`src/rtl/ss_seq.sv`:
```
// Save-state sequencer: walks mapper registers 0..LAST_ADDR,
// dumping them to a buffer RAM or restoring them on m2 falling edges.
`timescale 1ns/1ps
module ss_seq #(
    parameter logic [7:0] LAST_ADDR = 8'd127,
    parameter int         SETTLE    = 2,
    parameter int         TIMEOUT   = 255
) (
    input  logic       clk,
    input  logic       rst,
    input  logic       m2,
    input  logic       start_save,
    input  logic       start_load,
    input  logic       abort,
    output logic       ss_act,
    output logic       ss_we,
    output logic [7:0] ss_addr,
    output logic [7:0] ss_wdat,
    input  logic [7:0] ss_rdat,
    output logic [7:0] buf_addr,
    output logic [7:0] buf_wdat,
    output logic       buf_we,
    input  logic [7:0] buf_rdat,
    output logic       busy,
    output logic       done,
    output logic       err
);

    localparam logic [2:0] IDLE     = 3'd0;
    localparam logic [2:0] RD_SET   = 3'd1;
    localparam logic [2:0] RD_CAP   = 3'd2;
    localparam logic [2:0] WR_FETCH = 3'd3;
    localparam logic [2:0] WR_LATCH = 3'd4;
    localparam logic [2:0] WR_WAIT  = 3'd5;
    localparam logic [2:0] WR_REL   = 3'd6;
    localparam logic [2:0] FINISH   = 3'd7;

    localparam logic [15:0] SET_END = 16'(SETTLE - 1);
    localparam logic [15:0] TO_END  = 16'(TIMEOUT - 1);

    logic [2:0]  state;
    logic [15:0] cnt;
    logic        m2_s1;
    logic        m2_s2;
    logic        m2_fall;
    logic        at_last;

    assign m2_fall = m2_s2 & ~m2_s1;
    assign at_last = (ss_addr == LAST_ADDR);
    assign busy    = (state != IDLE);
    assign ss_act  = busy;
    assign done    = (state == FINISH);

    always_ff @(posedge clk or posedge rst) begin
        if (rst) begin
            state    <= IDLE;
            cnt      <= '0;
            m2_s1    <= 1'b0;
            m2_s2    <= 1'b0;
            ss_we    <= 1'b0;
            ss_addr  <= '0;
            ss_wdat  <= '0;
            buf_addr <= '0;
            buf_wdat <= '0;
            buf_we   <= 1'b0;
            err      <= 1'b0;
        end else begin
            m2_s1 <= m2;
            m2_s2 <= m2_s1;
            if (abort && state != IDLE) begin
                state  <= IDLE;
                ss_we  <= 1'b0;
                buf_we <= 1'b0;
            end else begin
                unique case (state)
                    IDLE: begin
                        if (start_save) begin
                            state   <= RD_SET;
                            ss_addr <= '0;
                            cnt     <= '0;
                            err     <= 1'b0;
                        end else if (start_load) begin
                            state    <= WR_FETCH;
                            ss_addr  <= '0;
                            buf_addr <= '0;
                            err      <= 1'b0;
                        end
                    end
                    // ss_rdat is sampled only after the address has settled
                    RD_SET: begin
                        if (cnt == SET_END) begin
                            state    <= RD_CAP;
                            buf_we   <= 1'b1;
                            buf_addr <= ss_addr;
                            buf_wdat <= ss_rdat;
                        end else begin
                            cnt <= cnt + 16'd1;
                        end
                    end
                    RD_CAP: begin
                        buf_we <= 1'b0;
                        if (at_last) begin
                            state <= FINISH;
                        end else begin
                            state   <= RD_SET;
                            ss_addr <= ss_addr + 8'd1;
                            cnt     <= '0;
                        end
                    end
                    WR_FETCH: state <= WR_LATCH;
                    WR_LATCH: begin
                        ss_wdat <= buf_rdat;
                        ss_we   <= 1'b1;
                        cnt     <= '0;
                        state   <= WR_WAIT;
                    end
                    WR_WAIT: begin
                        if (m2_fall) begin
                            ss_we <= 1'b0;
                            state <= WR_REL;
                        end else if (cnt == TO_END) begin
                            ss_we <= 1'b0;
                            err   <= 1'b1;
                            state <= IDLE;
                        end else begin
                            cnt <= cnt + 16'd1;
                        end
                    end
                    WR_REL: begin
                        if (at_last) begin
                            state <= FINISH;
                        end else begin
                            state    <= WR_FETCH;
                            ss_addr  <= ss_addr + 8'd1;
                            buf_addr <= ss_addr + 8'd1;
                        end
                    end
                    FINISH:  state <= IDLE;
                    default: state <= IDLE;
                endcase
            end
        end
    end

endmodule

```
`config.mk`:
```
export PLATFORM = sky130hd
export DESIGN_NAME = ss_seq
export DESIGN_NICKNAME = d
export VERILOG_FILES = /design/src/rtl/ss_seq.sv
export SDC_FILE = /design/constraint.sdc
export NUM_CORES = 1
export LEC_CHECK = 0
export CAP_MARGIN = 40
export CORE_ASPECT_RATIO = 0.75
export CORE_MARGIN = 1.5
export CORE_UTILIZATION = 45
export DETAILED_ROUTE_END_ITERATION = 16
export PLACE_DENSITY = 0.8
export SYNTH_ARGS = -nofsm -noshare
export SYNTH_HDL_FRONTEND = slang
export SYNTH_SLANG_ARGS = --single-unit
```
`constraint.sdc`:
```
create_clock -name clk -period 3.48 [get_ports clk]
set_input_delay 0.522 -clock clk [delete_from_list [all_inputs] [get_ports clk]]
set_output_delay 0.522 -clock clk [all_outputs]
set_load 0.05 [all_outputs]
```
==> flow_summary.ini <==
[die]
start_util_pct = 47.48
dieArea_mm2 = 0.007307
ioPinCount = 60
chipWidth_um = 98.21
num_rows = 25
core_mm2 = 0.006444
fp.dieH_um = 74.41

[setup_path]
slowest_delay_ns = 0.74
cp.arrival_ns = 3.04
crit_fanout = 14
r2r-start = cnt[9]
reg2reg_slack_ns = 0.64
worst_setup_path_start_kind = flip-flop
criticalPathCategory = reg2reg
slowest_stage = or4_1
crit_top_cell = or4_1
rr_worst_depth = 5
critPathCaptureType = flip-flop
crit_chain = or4_1 > or4_1 > a2bb2oi_2 > nor2_1 > a221o_1
r2r_end = cnt[8]
crit_required_ns = 3.67

[yosys]
ys_warn_count = 0
synth_area_leader_cell = dfrtp_1
synth_async_sr_flop_share_pct = 100.0
synth_edf_count = 0
synth_nets = 330
synth_cells = 304
synthTopCellsByArea = dfrtp_1 (46%), mux2_2 (8.1%), o21ai_0 (4.6%)
synth.cell_area_mm2 = 0.003059
synth_seq_area_share_pct = 45.81
yosysUniqueCellTypes = 53
yosys_most_used_dff = dfrtp_1
yosysTopAreaCellShare_pct = 45.81
avgSynthCellArea_um2 = 10.06
yosys_register_bits = 56

[route]
drt_iter0_drc = 245
wirelength_mm = 6.884
drtAntennaViolNets = 0
via_count = 2544
route.detailed.drc = 0
dr.pass1.iters = 4
routedWlPerCell_um = 15.68
via_per_inst = 5.795

[timing]
drv_slew = 0
tightest_slew_ns = 0.8431
skew_ns = 0.007711
grt_setup_unrepaired = no
tns_ns = 0
max_freq_mhz = 351.6
hold_viol = 0
setup_violations = 0
period_minus_slack_ns = 2.844
timing.slew.headroom_pct = 43.27
period_share_pct = 81.73

[layout]
instances_no_fill = 439
areaGrowthSynthToFinish_pct = 23.72
drive_gt1_share_pct = 12.01
antenna_cells = 0
nets = 383

[pwr]
p_leak_nw = 1.592
vdd_drop_max_uv = 483.3
pwr_density_cell_mw_per_mm2 = 750.2

[place]
port-buffer-count = 59
hpwl_mm = 4.916
place_congestion = 0.9096
placedCellCount = 431

[clocking]
cts_made_buffers = 5
cts_max_path_buffers = 2
postCtsSetupRepairBufs = 0
ctsResizeCount = 0
cts-root-buf = clkbuf_8
cts_tree = done
clk_pin_slew_ns = 0.09
cts.sink_count = 56
cts.hold.buffers_added = 0
h-tree-depth = 2
clk-insertion-delay-late_ns = 0.31

[global_route]
grt_overflow = 0
grt_first_pass_wirelength_mm = 11.54
grt_pass1_vias = 2393
grt_usage_pct = 19.78
grt_max_degree = 57
antenna_found_initial = 0

[hold_path]
hp-start = m2_s1
whs_path_depth = 0
min_delay_worst_endpoint = m2_s2
holdCritPathClass = reg2reg

[status]
status = completed

[run]
max_cap_violations = 0
-- worst max path at each step --
stage                             end  slack, ns  cells past startpoint  startpoint
after floorplan           buf_wdat[0]       1.05                      5      cnt[9]
after global placement         cnt[9]       0.71                      6       abort
after detailed placement      cnt[13]       0.62                      6       abort
after CTS                     cnt[11]       0.66                      5      cnt[9]
after global routing           cnt[8]       0.49                      7      cnt[1]
final                          cnt[8]       0.64                      5      cnt[9]
-- per-stage QoR --
stage          util [%]  worst slack (ns)  power (mW)  hold slack, ns  area [um2]
4_1_cts           58.74            0.6570       2.849          0.4113        3785
5_1_grt           58.74            0.4878       3.003          0.4100        3785
6_report          58.74            0.6358       2.840          0.4000        3785
3_3_place_gp      56.99            0.7128       2.402          0.3715        3672
2_1_floorplan         -             1.053       2.023          0.3596        3059
3_5_place_dp      57.07            0.6218       2.421          0.3878        3677
-- layout make-up --
type,instances,area (um2)
Clock buffer,6,72.57
Clock inverter,2,35.03
Timing Repair Buffer,62,610.6
Fill cell,541,2659
Sequential cell,56,1401
Multi-Input combinational cell,221,1523
Inverter,11,41.29
Tap cell,81,101.3
-- critical path: cells and delay by family (launching register included) --
family / cells / cell delay (ns)
AOI/OAI and AO/OA: 2 / 0.85
DFF: 1 / 0.44
and+or+nand+nor: 3 / 1.43
-- synthesized netlist by cell type (5+ instances only) --
master,count
a21oi_1,13
a221o_1,7
and3_1,8
clkbuf_1,11
dfrtp_1,56
inv_1,11
mux2_2,22
nand2_1,22
nand3_1,11
nor2_1,15
nor2b_1,5
nor3_1,13
o21ai_0,28
o31ai_1,11
-- routing by layer --
layer / share of wire [%] / vias up / track usage (%)
met5: 0 / - / 0
met2: 42 / 93 / 27.20
met4: 1.2 / 0 / 5.634
met1: 49 / 1201 / 30.03
met3: 7.4 / 8 / 5.921
li1: - / 1242 / -
-- layout by cell type (no fill, tap or decap), types with 5 or more instances in the layout --
master           Yosys  routed
a221o_1              7       7
mux2_2              22      22
and3_1               8       8
inv_1               11      10
nor2b_1              5       5
nand3_1             11      11
dfrtp_1             56      56
a21oi_1             13      13
o31ai_1             11      11
clkdlybuf4s50_1      0      59
o21ai_0             28      28
nor2_1              15      15
nor3_1              13      13
nand2_1             22      22
clkbuf_8             0       5
-- state kept, by name (all words and copies together), names as in the netlist --
name,flops
buf_addr,8
buf_wdat,8
buf_we,1
cnt,16
err,1
m2_s1,1
m2_s2,1
ss_addr,8
ss_wdat,8
ss_we,1
state,3
-- kinds of logic after synthesis --
| family | synth area share [%] |
|---|---|
| adder cells (fa/ha/maj) | 1.636 |
| AO/OA/AOI/OAI | 18.57 |
| flip-flops | 45.81 |
| multiplexers | 9.080 |
| AND/OR/NAND/NOR | 20.20 |
| buffers and inverters | 4.417 |
| XOR/XNOR | 0.2864 |
-- power breakdown --
group / internal (mW) / leakage (nW) / switching (mW)
Sequential: 0.796 / 0.740 / 0.153
Clock: 0.214 / 0.0552 / 0.205
Combinational: 0.509 / 0.796 / 0.962
Note: power is estimated with default switching activity, not from simulation.
